**src/rtl/esp_flow_ctrl_pkg.sv**
```systemverilog
// Shared types and default parameters for the ESP8266 RTS/CTS flow controller.
package esp_flow_pkg;

  typedef enum logic [1:0] {IDLE, WAIT_CTS, SEND} tx_state_t;

  localparam int DEF_RX_DEPTH      = 16;
  localparam int DEF_RTS_OFF_LEVEL = 12;
  localparam int DEF_RTS_ON_LEVEL  = 4;
  localparam int DEF_TX_TIMEOUT    = 100_000_000;

  // The count has to represent a completely full FIFO, hence the extra bit.
  function automatic int cnt_width(input int depth);
    return $clog2(depth) + 1;
  endfunction

endpackage

```
**src/rtl/esp_flow_ctrl_if.sv**
```systemverilog
// Host-side, UART-side and status signals of the flow controller, grouped in one bundle.
interface esp_flow_ctrl_if #(
  parameter int RX_DEPTH = esp_flow_pkg::DEF_RX_DEPTH
);
  localparam int CW = esp_flow_pkg::cnt_width(RX_DEPTH);

  logic          cts_n;
  logic          rts_n;
  logic [7:0]    host_tx_data;
  logic          host_tx_valid;
  logic          host_tx_ready;
  logic [7:0]    uart_tx_data;
  logic          uart_tx_valid;
  logic          uart_tx_ready;
  logic [7:0]    uart_rx_data;
  logic          uart_rx_strobe;
  logic [7:0]    host_rx_data;
  logic          host_rx_valid;
  logic          host_rx_ready;
  logic [CW-1:0] rx_count;
  logic          overrun;
  logic          tx_timeout;
  logic          clr_status;

  modport slave (
    input  cts_n, host_tx_data, host_tx_valid, uart_tx_ready, uart_rx_data,
           uart_rx_strobe, host_rx_ready, clr_status,
    output rts_n, host_tx_ready, uart_tx_data, uart_tx_valid, host_rx_data,
           host_rx_valid, rx_count, overrun, tx_timeout
  );

  modport master (
    output cts_n, host_tx_data, host_tx_valid, uart_tx_ready, uart_rx_data,
           uart_rx_strobe, host_rx_ready, clr_status,
    input  rts_n, host_tx_ready, uart_tx_data, uart_tx_valid, host_rx_data,
           host_rx_valid, rx_count, overrun, tx_timeout
  );

endinterface

```
**src/rtl/esp_flow_ctrl_rx_fifo.sv**
```systemverilog
// Show-ahead receive FIFO with occupancy count; a push into a full FIFO is
// accepted only when a pop frees a slot in the same cycle.
module esp_rx_fifo #(
  parameter int DEPTH = 16,
  parameter int WIDTH = 8,
  parameter int CW    = $clog2(DEPTH) + 1
) (
  input  logic             clk,
  input  logic             rst,
  input  logic             push_i,
  input  logic [WIDTH-1:0] push_data_i,
  input  logic             pop_i,
  output logic [WIDTH-1:0] head_o,
  output logic             not_empty_o,
  output logic             drop_o,
  output logic [CW-1:0]    count_o,
  output logic [CW-1:0]    count_next_o
);
  localparam int AW = $clog2(DEPTH);

  logic [WIDTH-1:0] mem_q [DEPTH];
  logic [AW-1:0]    wr_ptr_q, wr_ptr_d;
  logic [AW-1:0]    rd_ptr_q, rd_ptr_d;
  logic [CW-1:0]    count_q, count_d;
  logic             full, empty, wr_en, rd_en;

  assign full  = (count_q == CW'(DEPTH));
  assign empty = (count_q == '0);
  assign rd_en = pop_i && !empty;
  assign wr_en = push_i && (!full || rd_en);

  always_comb begin
    wr_ptr_d = wr_ptr_q;
    rd_ptr_d = rd_ptr_q;
    count_d  = count_q;
    if (wr_en) wr_ptr_d = wr_ptr_q + 1'b1;
    if (rd_en) rd_ptr_d = rd_ptr_q + 1'b1;
    count_d = count_q + CW'(wr_en) - CW'(rd_en);
  end

  always_ff @(posedge clk) begin
    if (rst) begin
      wr_ptr_q <= '0;
      rd_ptr_q <= '0;
      count_q  <= '0;
    end else begin
      wr_ptr_q <= wr_ptr_d;
      rd_ptr_q <= rd_ptr_d;
      count_q  <= count_d;
    end
  end

  // Storage carries no reset; only the pointers define what is valid.
  always_ff @(posedge clk) begin
    if (wr_en) mem_q[wr_ptr_q] <= push_data_i;
  end

  assign head_o       = mem_q[rd_ptr_q];
  assign not_empty_o  = !empty;
  assign drop_o       = push_i && full && !rd_en;
  assign count_o      = count_q;
  assign count_next_o = count_d;

endmodule

```
**src/rtl/esp_flow_ctrl.sv**
```systemverilog
// RTS/CTS flow controller for the ESP8266 UART: CTS-gated TX holding stage,
// RX FIFO with RTS hysteresis, and sticky error status.
module esp_flow_ctrl
  import esp_flow_pkg::*;
#(
  parameter int RX_DEPTH      = DEF_RX_DEPTH,
  parameter int RTS_OFF_LEVEL = DEF_RTS_OFF_LEVEL,
  parameter int RTS_ON_LEVEL  = DEF_RTS_ON_LEVEL,
  parameter int TX_TIMEOUT    = DEF_TX_TIMEOUT
) (
  input  logic            sysclk,
  input  logic            sysreset,
  esp_flow_ctrl_if.slave  bus
);
  localparam int CW = cnt_width(RX_DEPTH);
  localparam int TW = (TX_TIMEOUT > 1) ? $clog2(TX_TIMEOUT) : 1;

  tx_state_t     state_q, state_d;
  logic [7:0]    hold_q, hold_d;
  logic [TW-1:0] timer_q, timer_d;
  logic          cts_meta_q, cts_sync_q, cts_ok;
  logic          rts_n_q, rts_n_d;
  logic          overrun_q, overrun_d;
  logic          tx_timeout_q, tx_timeout_d;
  logic          timeout_evt, fifo_drop;
  logic [CW-1:0] count, count_next;

  // Synchronizer flops reset to "not clear" so nothing is sent before CTS is seen.
  always_ff @(posedge sysclk) begin
    if (sysreset) begin
      cts_meta_q <= 1'b1;
      cts_sync_q <= 1'b1;
    end else begin
      cts_meta_q <= bus.cts_n;
      cts_sync_q <= cts_meta_q;
    end
  end
  assign cts_ok = ~cts_sync_q;

  always_comb begin
    state_d           = state_q;
    hold_d            = hold_q;
    timer_d           = timer_q;
    timeout_evt       = 1'b0;
    bus.host_tx_ready = 1'b0;
    bus.uart_tx_valid = 1'b0;
    unique case (state_q)
      IDLE: begin
        bus.host_tx_ready = 1'b1;
        if (bus.host_tx_valid) begin
          hold_d  = bus.host_tx_data;
          timer_d = '0;
          state_d = WAIT_CTS;
        end
      end
      WAIT_CTS: begin
        if (cts_ok) begin
          state_d = SEND;
        end else if (timer_q == TW'(TX_TIMEOUT - 1)) begin
          timeout_evt = 1'b1;
          state_d     = IDLE;
        end else begin
          timer_d = timer_q + 1'b1;
        end
      end
      SEND: begin
        bus.uart_tx_valid = 1'b1;
        if (bus.uart_tx_ready) state_d = IDLE;
      end
      default: state_d = IDLE;
    endcase
  end

  // Hysteresis looks at the next count so RTS moves right after the crossing edge.
  always_comb begin
    rts_n_d = rts_n_q;
    if (count_next >= CW'(RTS_OFF_LEVEL))     rts_n_d = 1'b1;
    else if (count_next <= CW'(RTS_ON_LEVEL)) rts_n_d = 1'b0;
    overrun_d    = fifo_drop   | (overrun_q    & ~bus.clr_status);
    tx_timeout_d = timeout_evt | (tx_timeout_q & ~bus.clr_status);
  end

  always_ff @(posedge sysclk) begin
    if (sysreset) begin
      state_q      <= IDLE;
      hold_q       <= '0;
      timer_q      <= '0;
      rts_n_q      <= 1'b1;
      overrun_q    <= 1'b0;
      tx_timeout_q <= 1'b0;
    end else begin
      state_q      <= state_d;
      hold_q       <= hold_d;
      timer_q      <= timer_d;
      rts_n_q      <= rts_n_d;
      overrun_q    <= overrun_d;
      tx_timeout_q <= tx_timeout_d;
    end
  end

  esp_rx_fifo #(
    .DEPTH (RX_DEPTH),
    .WIDTH (8),
    .CW    (CW)
  ) u_rx_fifo (
    .clk          (sysclk),
    .rst          (sysreset),
    .push_i       (bus.uart_rx_strobe),
    .push_data_i  (bus.uart_rx_data),
    .pop_i        (bus.host_rx_ready),
    .head_o       (bus.host_rx_data),
    .not_empty_o  (bus.host_rx_valid),
    .drop_o       (fifo_drop),
    .count_o      (count),
    .count_next_o (count_next)
  );

  assign bus.uart_tx_data = hold_q;
  assign bus.rts_n        = rts_n_q;
  assign bus.rx_count     = count;
  assign bus.overrun      = overrun_q;
  assign bus.tx_timeout   = tx_timeout_q;

endmodule

```
**src/flat_wrapper.sv**
```systemverilog
// flat-port wrapper written by rule: the top's interface ports become plain ports
module esp_flow_ctrl_flat import esp_flow_pkg::*;
#(
  parameter int RX_DEPTH      = DEF_RX_DEPTH,
  parameter int RTS_OFF_LEVEL = DEF_RTS_OFF_LEVEL,
  parameter int RTS_ON_LEVEL  = DEF_RTS_ON_LEVEL,
  parameter int TX_TIMEOUT    = DEF_TX_TIMEOUT
)
  (sysclk, sysreset, bus_cts_n, bus_host_tx_data, bus_host_tx_valid, bus_uart_tx_ready, bus_uart_rx_data, bus_uart_rx_strobe, bus_host_rx_ready, bus_clr_status, bus_rts_n, bus_host_tx_ready, bus_uart_tx_data, bus_uart_tx_valid, bus_host_rx_data, bus_host_rx_valid, bus_rx_count, bus_overrun, bus_tx_timeout);
  esp_flow_ctrl_if #(.RX_DEPTH(RX_DEPTH)) bus_i ();
  input  logic sysclk;
  input  logic sysreset;
  input wire logic [$bits(bus_i.cts_n)-1:0] bus_cts_n;
  input wire logic [$bits(bus_i.host_tx_data)-1:0] bus_host_tx_data;
  input wire logic [$bits(bus_i.host_tx_valid)-1:0] bus_host_tx_valid;
  input wire logic [$bits(bus_i.uart_tx_ready)-1:0] bus_uart_tx_ready;
  input wire logic [$bits(bus_i.uart_rx_data)-1:0] bus_uart_rx_data;
  input wire logic [$bits(bus_i.uart_rx_strobe)-1:0] bus_uart_rx_strobe;
  input wire logic [$bits(bus_i.host_rx_ready)-1:0] bus_host_rx_ready;
  input wire logic [$bits(bus_i.clr_status)-1:0] bus_clr_status;
  output wire logic [$bits(bus_i.rts_n)-1:0] bus_rts_n;
  output wire logic [$bits(bus_i.host_tx_ready)-1:0] bus_host_tx_ready;
  output wire logic [$bits(bus_i.uart_tx_data)-1:0] bus_uart_tx_data;
  output wire logic [$bits(bus_i.uart_tx_valid)-1:0] bus_uart_tx_valid;
  output wire logic [$bits(bus_i.host_rx_data)-1:0] bus_host_rx_data;
  output wire logic [$bits(bus_i.host_rx_valid)-1:0] bus_host_rx_valid;
  output wire logic [$bits(bus_i.rx_count)-1:0] bus_rx_count;
  output wire logic [$bits(bus_i.overrun)-1:0] bus_overrun;
  output wire logic [$bits(bus_i.tx_timeout)-1:0] bus_tx_timeout;
  assign bus_i.cts_n = bus_cts_n;
  assign bus_i.host_tx_data = bus_host_tx_data;
  assign bus_i.host_tx_valid = bus_host_tx_valid;
  assign bus_i.uart_tx_ready = bus_uart_tx_ready;
  assign bus_i.uart_rx_data = bus_uart_rx_data;
  assign bus_i.uart_rx_strobe = bus_uart_rx_strobe;
  assign bus_i.host_rx_ready = bus_host_rx_ready;
  assign bus_i.clr_status = bus_clr_status;
  assign bus_rts_n = bus_i.rts_n;
  assign bus_host_tx_ready = bus_i.host_tx_ready;
  assign bus_uart_tx_data = bus_i.uart_tx_data;
  assign bus_uart_tx_valid = bus_i.uart_tx_valid;
  assign bus_host_rx_data = bus_i.host_rx_data;
  assign bus_host_rx_valid = bus_i.host_rx_valid;
  assign bus_rx_count = bus_i.rx_count;
  assign bus_overrun = bus_i.overrun;
  assign bus_tx_timeout = bus_i.tx_timeout;
  esp_flow_ctrl #(.RX_DEPTH(RX_DEPTH), .RTS_OFF_LEVEL(RTS_OFF_LEVEL), .RTS_ON_LEVEL(RTS_ON_LEVEL), .TX_TIMEOUT(TX_TIMEOUT)) u_core (.sysclk(sysclk), .sysreset(sysreset), .bus(bus_i));
endmodule
```
**config.mk**
```make
export PLATFORM = sky130hd
export DESIGN_NAME = esp_flow_ctrl_flat
export DESIGN_NICKNAME = d
export VERILOG_FILES = /design/src/rtl/esp_flow_ctrl_pkg.sv /design/src/rtl/esp_flow_ctrl_if.sv /design/src/rtl/esp_flow_ctrl_rx_fifo.sv /design/src/rtl/esp_flow_ctrl.sv /design/src/flat_wrapper.sv
export SDC_FILE = /design/constraint.sdc
export NUM_CORES = 1
export LEC_CHECK = 0
export CORE_MARGIN = 1.5
export CORE_UTILIZATION = 32
export CTS_BUF_LIST = sky130_fd_sc_hd__clkbuf_4 sky130_fd_sc_hd__clkbuf_8
export CTS_CLUSTER_SIZE = 28
export DETAILED_ROUTE_END_ITERATION = 7
export GPL_TIMING_DRIVEN = 0
export PLACE_DENSITY = 0.49
export SLEW_MARGIN = 20
export SYNTH_ARGS = -nofsm -noshare
export SYNTH_HDL_FRONTEND = slang
export SYNTH_SLANG_ARGS = --single-unit
```
**constraint.sdc**
```tcl
create_clock -name sysclk -period 8.8 [get_ports sysclk]
set_clock_uncertainty 0.15 [all_clocks]
set_input_delay 1.76 -clock sysclk [delete_from_list [all_inputs] [get_ports sysclk]]
set_output_delay 1.76 -clock sysclk [all_outputs]
set_load 0.01 [all_outputs]
```
Word level (Yosys, flattened, before mapping)

Memory sizes are Yosys's and may differ from the RTL's. A register that Yosys moved wholly into a read port is not among the register bits.
Cells that the tools add are included.

Register bits after elaboration: 55
Memory bits (writable): 128
Logic and storage cells: 66
Memories: 1

Memory list:

| memory                 | depth | bits a word | rd ports | clocked after memory_dff | wr ports | line                        | text |
|---|---|---|---|---|---|---|---|
| u_core.u_rx_fifo.mem_q | 16    | 8           | 1        | 1                        | 1        | esp_flow_ctrl_rx_fifo.sv:21 | `logic [WIDTH-1:0] mem_q [DEPTH];` |

$add $sub $neg: 5
Magnitude comparators: 2
Equal/unequal tests: 9
Multiplexer cells: 18
Bitwise operators: 5
Reduce and logical (&&, ||, !) cells: 15

Operators with widths:

| operator                | number |
|---|---|
| $mux W27                | 3 |
| $pmux W27 S2            | 1 |
| $add A27 B1 Y27 const B | 1 |
| $eq A27 B27 Y1 const B  | 1 |
| $add A4 B1 Y4 const B   | 2 |
| $mux W2                 | 4 |
| $mux W4                 | 2 |
| $mux W1                 | 7 |
| $ne A2 B2 Y1 const B    | 3 |
| $pmux W2 S3             | 1 |
| $add A5 B1 Y5           | 1 |
| $eq A5 B5 Y1 const B    | 1 |
| $ge A5 B4 Y1 const B    | 1 |
| $le A5 B3 Y1 const B    | 1 |
| $logic_not A5 Y1        | 1 |
| $sub A5 B1 Y5           | 1 |
| $logic_and A1 B1 Y1     | 4 |
| $reduce_and A4 Y1       | 1 |
| $logic_not A1 Y1        | 3 |
| $ne A3 B3 Y1 const B    | 1 |
| $reduce_and A3 Y1       | 1 |
| $and A1 B1 Y1           | 2 |
| $eq A2 B1 Y1 const B    | 1 |
| $eq A2 B2 Y1 const B    | 1 |
| other kinds (8)         | 9 |

Depth between registers and ports, before layout

Depth after elaboration: 9
Gate-level depth with buffers: 15

Modules after synthesis

From an unflattened synthesis, not the netlist that was laid out.

Cells, all modules: 573
Area total of the unflattened synthesis: 8,010.2 µm²

Modules (own cells, without submodules):

| module        | instances | cells an instance | area an instance (µm²) |
|---|---|---|---|
| esp_rx_fifo   | 1         | 303               | 5,833.1 |
| esp_flow_ctrl | 1         | 270               | 2,177.1 |

Least setup slack after synthesis

No wires, ideal clock.

Path type: input -> register
Start point: input bus_host_rx_ready
End point: register u_core.rts_n_q (netlist: u_core.bus.rts_n)
Arrival: 3,803 ps
Data required time: 8,515 ps
Setup slack: 4,712 ps
Stages on the path: 13
Path buffers: 0
Cell sequence: inv_1 > a31oi_1 > inv_1 > ha_1 > inv_1 > ha_1 > inv_1 > fa_1 > inv_1 > a21oi_1 > o21bai_1 > xnor2_1 > o2111ai_1

Cells in the longest elaborated chain, start to end: 7
Elaborated cells on any way between the ends: 8
Those cells by class: add/sub: 2; order compare: 2; reduce/logical: 4

Ends and longest elaborated chain:

| what                       | line                        | text |
|---|---|---|
| from (decl)                | flat_wrapper.sv:19          | `input wire logic [$bits(bus_i.host_rx_ready)-1:0] bus_host_rx_ready;` |
| $logic_and A1 B1 Y1 *      | esp_flow_ctrl_rx_fifo.sv:29 | `assign rd_en = pop_i && !empty;` |
| $logic_or A1 B1 Y1         | esp_flow_ctrl_rx_fifo.sv:30 | `assign wr_en = push_i && (!full \|\| rd_en);` |
| $logic_and A1 B1 Y1        | esp_flow_ctrl_rx_fifo.sv:30 |  |
| $add A5 B1 Y5              | esp_flow_ctrl_rx_fifo.sv:38 | `count_d = count_q + CW'(wr_en) - CW'(rd_en);` |
| $sub A5 B1 Y5 *            | esp_flow_ctrl_rx_fifo.sv:38 |  |
| $ge A5 B4 Y1               | esp_flow_ctrl.sv:77         | `if (count_next >= CW'(RTS_OFF_LEVEL)) rts_n_d = 1'b1;` |
| $reduce_or A2 Y1 (no line) | n/a                         |  |
| to (signal assigned)       | esp_flow_ctrl.sv:95         | `rts_n_q <= rts_n_d;` |
| to (decl)                  | esp_flow_ctrl.sv:22         | `logic rts_n_q, rts_n_d;` |

Every way passes the cells marked *; elsewhere a longest branch is shown, timed or not.
A chain may end at the register's enable or synchronous reset.

==> flow_summary.toml <==
[run_status]
outcome = "complete, no violations"

[critical_path]
cp-start-kind = "flip-flop"
worst_r2r_endpoint = "u_core.bus.rts_n"
r2r-start = "u_core.u_rx_fifo.count_o[2]"
path_class = "reg -> out"
reg2reg_depth = 15
r2r_slack_ps = 5320
path_max_fanout = 10
critPathArrivalTime_ps = 3160
critPathRequiredTime_ps = 6890
cp_slowest_cell = "mux4_2"
path_common_cell = "mux4_2"
critPathMaxStageDelay_ps = 620
path_cells = "clkbuf_1 -> buf_2 -> mux4_2 -> mux4_2 -> clkdlybuf4s50_1"
crit_path_end_kind = "primary output"

[grt]
grt_first_pass_wirelength_um = 28270
antenna_found_initial = 0
grt_max_degree = 24
grt_usage_pct = 14.63
grt_pass1_vias = 4882
grt_overflow = 0

[clock_tree]
path_clk_slew_ps = 120
cts_tree = "done"
cts_max_level = 4
clk_path_buf_depth = 2
cts_setup_buffers = 0
clk_latency_ps = 480
numCtsBuffers = 17
cts_resized = 0
hold_buffers = 0
clock_sinks = 187
root_buffer = "clkbuf_8"

[sta]
worstMarginPinSlew_ps = 948.4
fin_crit_sh_pct = 57.56
fmax_mhz = 197.4
final.setup.worst_slack_ps = 3734
rsz0062_at_grt = "false"
setup_violations = 0
setup_tns_ps = 0
min_period_ps = 5066
drv_slew = 0
maxSlewHeadroom_pct = 36.54
hold_viol = 0

[logic_synthesis]
yosysWarnings = 0
synth_cell_types = 60
ys.flop_type = "edfxtp_1"
synth.area.top_cells = "edfxtp_1 (49%), dfxtp_1 (15%), mux4_2 (11%)"
synth_area_per_cell_um2 = 14.68
synth-async-reset-ratio_pct = 0
synth_top_area_share_pct = 48.75
ys_seq_area_share_pct = 63.73
ys_seq_elements = 187
syn_inst = 537
synth_top_area_cell = "edfxtp_1"
synth_nets = 574
yosys-top-cells-count = "edfxtp_1 (128), dfxtp_1 (59), nor2_1 (50)"
synth.most_common_cell = "edfxtp_1"
synth_area_um2 = 7885
synth_edf_count = 128

[routing]
vias = 4758
viasPerCell = 5.030
wirelength_um = 17750
wl_per_cell_um = 18.76
route.detailed.drc = 0
drt_iter0_drc = 323
dr.pass1.iters = 4
drtAntennaViolNets = 0

[place]
place_ws_ps = 3796
port_buffers = 49
gp_congestion = 0.8258
hpwl_um = 12290

[final_layout]
nNetsFinal = 646
areaGrowthSynthToFinish_pct = 17.80
drive_gt1_share_pct = 17.04
multi_input_area_um2 = 2659
layout.area.seq_um2 = 5025
fillers = 2335
antenna_cells = 0

[floorplan]
initial_core_util_pct = 32.52
die_w_um = 160.0
boundaryPins = 51
core_area_um2 = 24250
num_rows = 57
dieArea_um2 = 25590
die_y_um = 160.0

[pwr]
power_density_nw_per_um2 = 231.8
leakage_uw = 0.002928
peakVddDrop_uv = 142.5

[min_path]
min_to = "u_core.cts_sync_q"
worstHoldPathType = "reg -> reg"
hold_depth = 1
hold_start = "u_core.cts_meta_q"

[job]
max-cap-violations = 0
how the worst max path moves through the flow:
stage	endpoint	slack, ps	cells past startpoint
after floorplan	u_core.bus.rts_n	4710	13
after global placement	u_core.u_rx_fifo.mem_q[3][3]	3700	5
after detailed placement	u_core.bus.rts_n	3800	14
after CTS	bus_host_rx_data[7]	3650	5
after global routing	bus_host_rx_data[7]	3560	5
final	bus_host_rx_data[7]	3730	5
layout by cell type (no fill, tap or decap), types with 8 or more instances in the layout:
| cell type | n |
|---|---|
| mux2i_1 | 9 |
| inv_1 | 14 |
| dfxtp_1 | 59 |
| mux4_2 | 40 |
| nand3_1 | 11 |
| o211ai_1 | 13 |
| clkbuf_1 | 17 |
| a21oi_1 | 22 |
| clkinv_8 | 8 |
| edfxtp_1 | 128 |
| nand4_1 | 13 |
| clkdlybuf4s50_1 | 49 |
| ha_1 | 12 |
| nand2_1 | 31 |
| o31ai_1 | 8 |
| clkbuf_8 | 17 |
| nand2b_1 | 9 |
| nor2_1 | 50 |
state kept, by name, summed over array words and instances, names as in the netlist, named ones only:
name / cells
u_core.u_rx_fifo.mem_q: 128
u_core.timer_q: 27
u_core.bus.uart_tx_data: 8
u_core.u_rx_fifo.count_o: 5
u_core.u_rx_fifo.rd_ptr_q: 4
u_core.u_rx_fifo.wr_ptr_q: 4
u_core.state_q: 2
u_core.bus.overrun: 1
u_core.bus.rts_n: 1
u_core.bus.tx_timeout: 1
u_core.cts_meta_q: 1
u_core.cts_sync_q: 1
critical path, delay by kind of cell, from the launching register on:
kind	cells	cell delay, ps
multiplexers	2	1140
buffers and inverters	3	1200
flip-flops	1	320
kinds of logic after synthesis:
family / synth area share (%)
flip-flops: 63.73
AND/OR/NAND/NOR: 10.79
AO/OA/AOI/OAI: 6.839
multiplexers: 12.57
buffers and inverters: 2.809
adder cells (fa/ha/maj): 2.158
XOR/XNOR: 1.111
where the power goes:
group / internal [µW] / switching (µW)
combinational: 273 / 258
clock: 232 / 390
sequential: 975 / 25.7
stage by stage:
| stage | cell area [µm²] | hold WS, ps | total power, µW | std cells | util [%] |
|---|---|---|---|---|---|
| after floorplan | 7885 | 239.5 | 1358 | 537 | - |
| after global placement | 8781 | 246.4 | 1548 | 910 | 36.21 |
| after detailed placement | 8831 | 243.4 | 1563 | 914 | 36.42 |
| after CTS | 9289 | 273.1 | 2180 | 946 | 38.31 |
| after global routing | 9289 | 300.1 | 2255 | 946 | 38.31 |
| final | 9289 | 270.3 | 2153 | 946 | 38.31 |
layer usage:
layer | global-route usage, % | wire length (µm) | vias up
li1 | - | - | 2223
met1 | 19.24 | 7948 | 2381
met2 | 23.91 | 8577 | 128
met3 | 3.974 | 996 | 26
met4 | 3.781 | 226 | 0
met5 | 0 | 0 | -
final cells by class:
class	count	share of cell area (%)
Buffer	28	1.778
Timing Repair Buffer	53	5.603
Clock buffer	17	2.519
Clock inverter	15	2.411
Inverter	15	0.6061
Sequential cell	187	54.09
Tap cell	324	4.364
Multi-Input combinational cell	307	28.62
Power figures use the tool's default switching activity.
